<file path="src/rtl/sound_player_if.sv">
// Sound interface between the logo dynamics (master) and the tone generator (slave).
// Level-only signals: there is no handshake; the code and mute are sampled every cycle.
interface sound_player_if;
  logic [1:0] code_sound;
  logic       mute;
  logic       speaker;
  logic       busy;

  modport master (
    output code_sound,
    output mute,
    input  speaker,
    input  busy
  );

  modport slave (
    input  code_sound,
    input  mute,
    output speaker,
    output busy
  );
endinterface

</file>
<file path="src/rtl/sound_player.sv">
// sound_player: plays a fixed-length square-wave burst on each code_sound change. SOUND_QUEUE_EN queues one event instead of preempting.
// busy rises one edge after the change and speaker is registered; there is no backpressure, and a newer pending event overwrites an older one.
module sound_player #(
  parameter int HP_PING = 13636,
  parameter int HP_PONG = 27272,
  parameter int HP_GO   = 9090,
  parameter int HP_STOP = 54545,
  parameter int DUR     = 1200000
) (
  input  logic          clk,
  input  logic          clr,
  sound_player_if.slave snd
);

  typedef enum logic {IDLE, PLAY} state_t;

  state_t      state_q, state_d;
  logic [1:0]  code_q, code_d;
  logic [1:0]  cur_q, cur_d;
  logic [15:0] hp_cnt_q, hp_cnt_d;
  logic [23:0] dur_cnt_q, dur_cnt_d;
  logic        tone_q, tone_d;
  logic        speaker_q, speaker_d;
  logic        trig;
  logic        start;
  logic [1:0]  start_code;
`ifdef SOUND_QUEUE_EN
  logic        pend_v_q, pend_v_d;
  logic [1:0]  pend_code_q, pend_code_d;
`endif

  function automatic logic [15:0] hp_reload(input logic [1:0] c);
    case (c)
      2'd0:    hp_reload = 16'(HP_PING - 1);
      2'd1:    hp_reload = 16'(HP_PONG - 1);
      2'd2:    hp_reload = 16'(HP_GO - 1);
      default: hp_reload = 16'(HP_STOP - 1);
    endcase
  endfunction

  // go/stop are the long sounds: twice the ping/pong duration
  function automatic logic [23:0] dur_reload(input logic [1:0] c);
    dur_reload = c[1] ? 24'(2 * DUR - 1) : 24'(DUR - 1);
  endfunction

  always_ff @(posedge clk) begin
    if (clr) begin
      state_q     <= IDLE;
      code_q      <= snd.code_sound;
      cur_q       <= 2'd0;
      hp_cnt_q    <= 16'd0;
      dur_cnt_q   <= 24'd0;
      tone_q      <= 1'b0;
      speaker_q   <= 1'b0;
`ifdef SOUND_QUEUE_EN
      pend_v_q    <= 1'b0;
      pend_code_q <= 2'd0;
`endif
    end else begin
      state_q     <= state_d;
      code_q      <= code_d;
      cur_q       <= cur_d;
      hp_cnt_q    <= hp_cnt_d;
      dur_cnt_q   <= dur_cnt_d;
      tone_q      <= tone_d;
      speaker_q   <= speaker_d;
`ifdef SOUND_QUEUE_EN
      pend_v_q    <= pend_v_d;
      pend_code_q <= pend_code_d;
`endif
    end
  end

  always_comb begin
    trig        = (snd.code_sound != code_q);
    code_d      = snd.code_sound;
    state_d     = state_q;
    cur_d       = cur_q;
    hp_cnt_d    = hp_cnt_q;
    dur_cnt_d   = dur_cnt_q;
    tone_d      = tone_q;
    start       = 1'b0;
    start_code  = snd.code_sound;
`ifdef SOUND_QUEUE_EN
    pend_v_d    = pend_v_q;
    pend_code_d = pend_code_q;
`endif

    case (state_q)
      IDLE: begin
        tone_d = 1'b0;
`ifdef SOUND_QUEUE_EN
        // a fresh change outranks the queued code on the pending-start cycle
        if (trig) begin
          start    = 1'b1;
          pend_v_d = 1'b0;
        end else if (pend_v_q) begin
          start      = 1'b1;
          start_code = pend_code_q;
          pend_v_d   = 1'b0;
        end
`else
        start = trig;
`endif
      end
      PLAY: begin
`ifdef SOUND_QUEUE_EN
        if (trig) begin
          pend_v_d    = 1'b1;
          pend_code_d = snd.code_sound;
        end
`else
        start = trig;
`endif
        if (hp_cnt_q == 16'd0) begin
          tone_d   = ~tone_q;
          hp_cnt_d = hp_reload(cur_q);
        end else begin
          hp_cnt_d = hp_cnt_q - 16'd1;
        end
        if (dur_cnt_q == 24'd0) begin
          state_d = IDLE;
          tone_d  = 1'b0;
        end else begin
          dur_cnt_d = dur_cnt_q - 24'd1;
        end
      end
      default: state_d = IDLE;
    endcase

    if (start) begin
      state_d   = PLAY;
      cur_d     = start_code;
      hp_cnt_d  = hp_reload(start_code);
      dur_cnt_d = dur_reload(start_code);
      tone_d    = 1'b0;
    end
  end

  assign speaker_d   = tone_q & ~snd.mute;
  assign snd.speaker = speaker_q;
  assign snd.busy    = (state_q == PLAY);

endmodule
</file>
<file path="src/flat_wrapper.sv">
// flat-port wrapper written by rule: the top's interface ports become plain ports
module sound_player_flat 
#(
  parameter int HP_PING = 13636,
  parameter int HP_PONG = 27272,
  parameter int HP_GO   = 9090,
  parameter int HP_STOP = 54545,
  parameter int DUR     = 1200000
)
  (clk, clr, snd_code_sound, snd_mute, snd_speaker, snd_busy);
  sound_player_if snd_i ();
  input  logic clk;
  input  logic clr;
  input wire logic [$bits(snd_i.code_sound)-1:0] snd_code_sound;
  input wire logic [$bits(snd_i.mute)-1:0] snd_mute;
  output wire logic [$bits(snd_i.speaker)-1:0] snd_speaker;
  output wire logic [$bits(snd_i.busy)-1:0] snd_busy;
  assign snd_i.code_sound = snd_code_sound;
  assign snd_i.mute = snd_mute;
  assign snd_speaker = snd_i.speaker;
  assign snd_busy = snd_i.busy;
  sound_player #(.HP_PING(HP_PING), .HP_PONG(HP_PONG), .HP_GO(HP_GO), .HP_STOP(HP_STOP), .DUR(DUR)) u_core (.clk(clk), .clr(clr), .snd(snd_i));
endmodule
</file>
<file path="config.mk">
export PLATFORM = sky130hd
export DESIGN_NAME = sound_player_flat
export DESIGN_NICKNAME = d
export VERILOG_FILES = /design/src/rtl/sound_player_if.sv /design/src/rtl/sound_player.sv /design/src/flat_wrapper.sv
export SDC_FILE = /design/constraint.sdc
export NUM_CORES = 1
export LEC_CHECK = 0
export BUFFER_PORTS_ARGS = -buffer_cell sky130_fd_sc_hd__clkbuf_2
export CAP_MARGIN = 0
export CORE_MARGIN = 1
export CORE_UTILIZATION = 65
export CTS_BUF_LIST = sky130_fd_sc_hd__clkbuf_8
export DETAILED_ROUTE_END_ITERATION = 10
export GPL_TIMING_DRIVEN = 0
export PLACE_DENSITY = 0.86
export SLEW_MARGIN = 5
export SYNTH_ARGS = -nofsm -noshare
export SYNTH_HDL_FRONTEND = slang
export SYNTH_SLANG_ARGS = --single-unit
</file>
<file path="constraint.sdc">
create_clock -name clk -period 2.6 [get_ports clk]
set_input_delay 0.13 -clock clk [delete_from_list [all_inputs] [get_ports clk]]
set_output_delay 0.13 -clock clk [all_outputs]
set_load 0.05 [all_outputs]
</file>
# Word-level counts from Yosys, hierarchy flattened
# Cells that the tools add are included.
[op_classes]
n_eq_ne = 7
reduce_logical = 7
addsub = 2
n_bitwise = 4
n_mux = 15
[ops]
columns = ["op", "n"]
rows = [
  ["one-hot mux 16 bit (3 select lines)", 2],
  ["two-way mux 24 bit", 3],
  ["two-way mux 16 bit", 3],
  ["zero test 24 bit", 1],
  ["subtractor 24 x 1 -> 24 bit (second input constant)", 1],
  ["two-way mux 22 bit", 1],
  ["zero test 16 bit", 1],
  ["subtractor 16 x 1 -> 16 bit (second input constant)", 1],
  ["two-way mux 1 bit", 5],
  ["== test 2 x 1 -> 1 bit (second input constant)", 2],
  ["== test 2 bit (second input constant)", 2],
  ["zero test 2 bit", 2],
  ["inequality test 3 bit (second input constant)", 1],
  ["inverter 1 bit", 3],
  ["inequality test 2 x 1 -> 1 bit (second input constant)", 1],
  ["inequality test 2 bit", 1],
  ["one-hot mux 1 bit (2 select lines)", 1],
  ["AND reduction 2 bit", 1],
  ["nonzero test 2 bit", 1],
  ["OR reduction 2 bit", 1],
  ["AND 1 bit", 1],
]
[word_totals]
register_bits = 47
input_bits = 5

# Longest topological paths before layout
# Gate-level depths: netlist of the first run.
[depth]
depth_word = 5
ltp_mapped = 9
ltp_nobuf = 7

# Worst setup path before layout of the first run
# Ideal clock, no wire load.
[synth_path]
path_type = "register to register"
start = "register u_core.dur_cnt_q[0]"
end = "register u_core.dur_cnt_q[1]"
required_time_ns = 2.512
path_slack_ns = 0.350
arrival_time_ns = 2.162
path_stages_with_launch = 10
setup_ns = 0.088
path_cell_list = "dfxtp_1 -> inv_1 -> ha_1 -> or4b_1 -> or4_4 -> buf_6 -> o21ai_4 -> buf_6 -> nor2_1 -> a311oi_2"
[synth_via]
elab_chain_len = 4
word_cells_on_any_way = 7
[synth_lines]
columns = ["item", "line", "text"]
rows = [
  ["from (decl)", "sound_player.sv:21", "logic [23:0] dur_cnt_q, dur_cnt_d;"],
  ["from (signal assigned)", "sound_player.sv:64", "dur_cnt_q <= dur_cnt_d;"],
  ["subtractor 24 x 1 -> 24 bit", "sound_player.sv:125", "dur_cnt_d = dur_cnt_q - 24'd1;"],
  ["two-way mux 24 bit", "sound_player.sv:121", "if (dur_cnt_q == 24'd0) begin"],
  ["two-way mux 24 bit", "sound_player.sv:89", "case (state_q)"],
  ["two-way mux 24 bit", "sound_player.sv:131", "if (start) begin"],
]
# Parallel ways exist; a longest one is shown, timed or not. The select of a mux whose other input is x is not followed.
# A chain may end at the register's enable or synchronous reset.

# Final worst setup path of the first run
[layout_path]
start = "register u_core.dur_cnt_q[1]"
end = "register u_core.dur_cnt_q[1]"
# The elaborated chain is that of the path after synthesis.

==> flow_summary.yaml, run 1 <==
logic_synthesis:
  async_flop_share_pct: 0
  syn_area_um2: 2810
  syn_nets: 350
  synth_cell_types: 53
  ys_ff_latch: 47
  seq_area_frac_synth_pct: 33.5
  ys_warn_count: 0
  syn_inst: 333
  synth_flop_cell: "dfxtp_1"
  synth-edff-count: 0
  synth_top_area_share_pct: 33.5
  synth_area_leader_cell: "dfxtp_1"
  synth.area.top_cells: "dfxtp_1, ha_1, a21oi_1, nand2_1, or4_1"
  syn_area_per_cell_um2: 8.43
layout:
  area.growth.synth_to_final_pct: 8.60
  design_area_um2: 3050
  drive_gt1_share_pct: 9.48
  fillers: 322
  final_nets: 364
  antenna_cells: 0
sta:
  slew-limit-headroom_pct: 45.9
  period_needed_ns: 2.48
  tns_ns: 0
  setup_viol: 0
  max_freq_ghz: 0.403
  skew_ns: 0.0102
  maxSlewViolCount: 0
  tightest_slew_ns: 0.805
  rsz0062_at_grt: "false"
  hold_viol_final: 0
  post-route-period-util_pct: 95.4
placement:
  placed_area_um2: 2890
  io_buffers: 5
  dpl.hpwl_um: 5280
  gp_congestion: 0.944
floorplanning:
  num_io_pins: 7
  dieArea_um2: 4580
  core_area_um2: 4090
  rows: 23
  fp.dieH_um: 67.7
  start_util_pct: 68.7
  die_x_um: 67.7
hold_path:
  holdCritPathClass: "input port to flop"
setup_path:
  start_kind: "flop"
  critical_path_class: "flop to flop"
  critPathSlowestCell: "or4_4"
  crit_buf_inv: 3
  endpoint_kind: "flop"
  cpPeakStageDelay_ns: 0.50
  cp.arrival_ns: 2.71
  crit_chain: "inv_1, ha_1, or4b_1, or4_4, buf_6, o21ai_4, buf_8, nor2_1, a311oi_2"
  cp_top_family: "simple AND/OR/NAND/NOR gates"
  cp_max_fo: 10
  cp.required_ns: 2.82
clock_network:
  cts_tree: "yes"
  clk-insertion-delay-late_ns: 0.31
  cts_sinks: 47
  cts_made_buffers: 5
  htree_levels: 2
  clk_pin_slew_worst_paths_ns: 0.08
  cts_buffer_depth: 2
  root_buffer: "clkbuf_8"
run:
  drv_cap: 0
global_routing:
  globalRoute.totalOverflow: 0
  grt_start_max_net_pins: 15
  grt_pass1_wl_um: 11600
  antenna_found_initial: 0
  grt_pass1_vias: 2458
  grt_use_total_pct: 34.2
outcome:
  outcome: "finished clean"
route:
  route.detailed.drc: 0
  dr.pass1.iters: 5
  vias: 2776
  wl_per_cell_um: 18.4
  antenna_left: 0
  drtIter0Drc: 292
  drt-total-wl_um: 7340
  via_per_inst: 6.97
power:
  p_per_area_nw_per_um2: 650
  ir_drop_v: 0.000479
  p_leak_nw: 1.08
-- per-layer routing --
metal / wire (um) / track usage (%) / vias up
li1: - / - / 1305
met1: 3280 / 47.4 / 1300
met2: 3260 / 51.1 / 149
met3: 626 / 8.45 / 22
met4: 171 / 11.7 / 0
met5: 0 / 0 / -
-- power by group --
part | internal, mW | switching, mW
combinational | 0.188 | 0.297
sequential | 0.782 | 0.0719
clock | 0.381 | 0.261
total | 1.35 | 0.630
-- cell usage in the layout (no fill, tap or decap), types with 13 or more instances in the layout --
| cell type | netlist | routed |
|---|---|---|
| a31oi_1 | 13 | 13 |
| nor2_1 | 22 | 22 |
| dfxtp_1 | 47 | 47 |
| o21ai_0 | 13 | 13 |
| a21oi_1 | 28 | 28 |
| or3_1 | 14 | 14 |
| nand2_1 | 24 | 24 |
| nor3_1 | 15 | 15 |
| inv_1 | 13 | 13 |
-- cell families (layout without fill, tap and decap cells) --
kind of cell    Yosys count  count (layout)  synth area share, %
simple gates            124             124                 25.3
flops                    47              47                 33.5
compound gates          104             104                 25.7
fa+ha+maj                12              12                 5.35
buf+inv                  29              44                 4.77
xor+xnor                 17              17                 5.31
-- Yosys cell counts, types with 2 or more instances --
| library cell | instances |
|---|---|
| nor3_1 | 15 |
| a21oi_1 | 28 |
| nor4_1 | 5 |
| o311ai_0 | 4 |
| xnor2_1 | 10 |
| nor4b_1 | 3 |
| o2111ai_1 | 2 |
| o211ai_1 | 6 |
| inv_1 | 13 |
| xor2_1 | 7 |
| dfxtp_1 | 47 |
| or2_2 | 3 |
| a211oi_1 | 3 |
| a31oi_1 | 13 |
| or3_1 | 14 |
| nor4_2 | 2 |
| a2bb2oi_1 | 4 |
| buf_2 | 2 |
| a21o_1 | 4 |
| or4_4 | 2 |
| o21ai_0 | 13 |
| buf_6 | 3 |
| and3_1 | 2 |
| nor2_1 | 22 |
| clkbuf_1 | 11 |
| nand2_1 | 24 |
| or4_1 | 12 |
| a211o_1 | 2 |
| nand4_1 | 4 |
| nand3_1 | 7 |
| ha_1 | 12 |
| a31o_2 | 2 |
| o31ai_1 | 8 |
| a221oi_1 | 2 |
| o41ai_1 | 2 |
| nor3b_1 | 3 |
-- final cells by class --
| type | count | area, um2 | area share, % |
|---|---|---|---|
| multi-input cells | 257 | 1730 | 56.8 |
| flip-flops and latches | 47 | 941 | 30.9 |
| plain buffers | 16 | 88.8 | 2.91 |
| clock buffers | 5 | 68.8 | 2.26 |
| clock inverters | 3 | 63.8 | 2.09 |
| well taps | 50 | 62.6 | 2.05 |
| inverters | 13 | 48.8 | 1.60 |
| repair buffers | 7 | 42.5 | 1.40 |
-- worst reg2reg max path, delay by kind of cell (launching register included) --
kind / cells / cell delay [ns]
flip-flops: 1 / 0.33
AND/OR/NAND/NOR: 3 / 1.03
adder cells (fa/ha/maj): 1 / 0.17
AO/OA/AOI/OAI: 2 / 0.42
buffers and inverters: 3 / 0.44
-- worst paths after layout --
kind / startpoint / end / slack, ns / cells after the start
worst max-delay path: u_core.dur_cnt_q[1]$_SDFFE_PP0P_ / u_core.dur_cnt_q[1]$_SDFFE_PP0P_ / 0.12 / 9
worst min-delay path: snd_code_sound[1] / u_core.code_q[1]$_DFF_P_ / 0.05 / 1
worst max register to register: u_core.dur_cnt_q[1]$_SDFFE_PP0P_ / u_core.dur_cnt_q[1]$_SDFFE_PP0P_ / 0.12 / 9
worst min register to register: u_core.dur_cnt_q[22]$_SDFFE_PP0P_ / u_core.dur_cnt_q[22]$_SDFFE_PP0P_ / 0.49 / 2
-- registers in the layout, summed over array words and instances (netlist names) --
name,cells
u_core.cur_q,2
u_core.snd.busy,1
u_core.dur_cnt_q,24
u_core.code_q,2
u_core.tone_q,1
u_core.hp_cnt_q,16
u_core.snd.speaker,1
-- metrics by stage --
step,hold WS (ns),util (%),cells,setup WS [ns],power [mW]
floorplan,0.158,-,333,0.350,1.21
global placement,0.293,70.8,388,0.173,1.31
detailed placement,0.306,70.8,388,0.0829,1.33
CTS,0.0450,74.3,397,0.0525,1.96
global route,0.0487,74.6,398,0.0184,2.06
finish,0.0471,74.6,398,0.119,1.98
-- repair_timing --
item / 4_1_cts / 5_1_grt
buffers inserted: 0 / 1
setup endpoints to repair: 0 / 7
resized for setup: 0 / 3
hold buffers: 1 / 0
hold endpoints to repair: 1 / 0
(Power assumes the default switching activity.)
==> inputs of run 2 (changes only) <==
Settings changed: BUFFER_PORTS_ARGS -buffer_cell sky130_fd_sc_hd__clkbuf_2 to unset, CORE_UTILIZATION 65 to 66, DONT_BUFFER_PORTS set to 1.
==> run 2 against run 1 <==
Compared with the run above: worst setup slack got worse by 0.030 ns; clock power fell by 12%; final cell count is 0.25% higher; first-iteration DRC count rose by 20%; sequential power is essentially flat; largest power group unchanged; non-clock buffer count rose by 1.
==> flow_summary.yaml, run 2 (synthesis results as in run 1) <==
layout:
  fillers: 301
  mostFrequentLayoutCells: "dfxtp_1, a21oi_1, nand2_1"
  multiInputGateArea_um2: 1730
  layout.area.seq_um2: 941
  largest_reg_flops: 24
  finish.utilization_pct: 75.8
  regMostFlops: "u_core.dur_cnt_q"
  design_area_um2: 3050
  layout_commonest_cell: "dfxtp_1"
  drive_gt1_share_pct: 9.17
  final_nets: 365
  antenna_cells: 0
  layoutNonFillerInstCount: 399
  top_regs: "u_core.dur_cnt_q (24), u_core.hp_cnt_q (16)"
  area.growth.synth_to_final_pct: 8.78
sta:
  period_needed_ns: 2.51
  slew-limit-headroom_pct: 45.4
  whs_ns: 0.166
  max_freq_ghz: 0.398
  skew_ns: 0.0176
  maxSlewViolCount: 0
  hold_viol_final: 0
  tightest_slew_ns: 0.810
  setup_viol: 0
  layout_setup_ws_ns: 0.0892
  tns_ns: 0
  post-route-period-util_pct: 96.6
power:
  finalPower_mw: 1.90
  p_leak_nw: 1.08
  p_seq_share_pct: 45.2
  internal-power_mw: 1.27
  p_switching_uw: 632
  ir_drop_v: 0.000510
  p_per_area_nw_per_um2: 622
  p_clk_share_pct: 29.9
  p_comb_share_pct: 25.0
  p_sw_share_pct: 33.3
placement:
  placed_area_um2: 2870
  io_buffers: 0
  placed_cells: 383
  pre_cts_slack_ns: 0.138
  dpl.hpwl_um: 4970
  gp_congestion: 0.939
global_routing:
  grt_start_max_net_pins: 17
  globalRoute.totalOverflow: 0
  grt_use_total_pct: 33.5
  grt_pass1_vias: 2333
  antenna_found_initial: 0
  grt_pass1_wl_um: 11300
clock_network:
  post_cts_resized: 0
  cts_buffer_depth: 2
  cts_sinks: 47
  cts_tree: "yes"
  clk_pin_slew_worst_paths_ns: 0.09
  htree_levels: 2
  root_buffer: "clkbuf_8"
  cts_made_buffers: 5
  clk-insertion-delay-late_ns: 0.32
setup_path:
  start_kind: "flop"
  r2r-start: "u_core.dur_cnt_q[1]$_SDFFE_PP0P_"
  cp_max_fo: 6
  cp.required_ns: 2.81
  endpoint_kind: "flop"
  reg2reg_depth: 9
  cp.arrival_ns: 2.72
  critical_path_class: "flop to flop"
  r2r-end: "u_core.dur_cnt_q[9]$_SDFFE_PP0P_"
  rrSetupSlack_ns: 0.09
run:
  drv_cap: 0
hold_path:
  hold_depth: 3
  holdCritPathClass: "input port to flop"
  hold_end: "u_core.dur_cnt_q[20]$_SDFFE_PP0P_"
  hp-start: "snd_code_sound[1]"
route:
  drtIter0Drc: 350
  via_per_inst: 6.71
  antenna_left: 0
  drt-total-wl_um: 7110
  vias: 2677
  route.detailed.drc: 0
  wl_per_cell_um: 17.8
  dr.pass1.iters: 5
floorplanning:
  num_io_pins: 7
  fp.dieH_um: 67.2
  die_x_um: 67.2
  core_area_um2: 4030
  rows: 23
  start_util_pct: 69.7
  dieArea_um2: 4520
outcome:
  outcome: "finished clean"
==> run 2: cell count changes in the layout (fill, tap and decap cells not counted), sizes merged <==
cell	delta
bufinv	-1
clkbuf	-5
clkinv	+1
buf	+4
dlygate4sd3	+2
==> run 2: area by class of cell <==
cell class	count	share of cell area (%)
multi-input cells	257	56.7
well taps	50	2.05
flip-flops and latches	47	30.8
clock inverters	3	1.56
inverters	13	1.60
clock buffers	5	2.25
plain buffers	16	2.79
repair buffers	8	2.21
==> run 2: per-layer routing <==
layer	up-vias	share of wire (%)	track usage (%)
met1	1242	44	48.2
met5	-	0	0
met4	0	1.9	12.2
met3	16	9.4	8.11
met2	118	44	48.0
li1	1301	-	-
==> run 2: timing repair <==
action	CTS	global route
endpoints found under the hold margin	5	0
setup buffers	0	5
hold buffers	3	0
endpoints found under the setup margin	0	1
==> run 2: critical path, stage by stage (launching register included) <==
cell,delay (ns)
dfxtp_1,0.34
inv_1,0.12
ha_1,0.15
or4b_1,0.47
or4_4,0.50
buf_6,0.15
o21ai_4,0.23
buf_4,0.15
nor3_1,0.04
o31a_1,0.27
==> run 2: power by group through the flow <==
stage	Clock [mW]	Combinational [mW]	Sequential, mW
2_1_floorplan	0	0.359	0.852
3_3_place_gp	0	0.437	0.868
3_5_place_dp	0	0.445	0.871
4_1_cts	0.567	0.453	0.855
5_1_grt	0.597	0.521	0.867
6_report	0.567	0.474	0.857
==> run 2: how the worst max path moves through the flow <==
stage | endpoint | start | cells after the start
6_report | u_core.dur_cnt_q[9]$_SDFFE_PP0P_ | u_core.dur_cnt_q[1]$_SDFFE_PP0P_ | 9
5_1_grt | u_core.dur_cnt_q[1]$_SDFFE_PP0P_ | u_core.dur_cnt_q[1]$_SDFFE_PP0P_ | 9
4_1_cts | u_core.dur_cnt_q[1]$_SDFFE_PP0P_ | u_core.dur_cnt_q[0]$_SDFFE_PP0P_ | 9
3_5_place_dp | u_core.dur_cnt_q[1]$_SDFFE_PP0P_ | u_core.dur_cnt_q[0]$_SDFFE_PP0P_ | 9
3_3_place_gp | u_core.dur_cnt_q[1]$_SDFFE_PP0P_ | u_core.dur_cnt_q[0]$_SDFFE_PP0P_ | 9
2_1_floorplan | u_core.dur_cnt_q[1]$_SDFFE_PP0P_ | u_core.dur_cnt_q[0]$_SDFFE_PP0P_ | 9
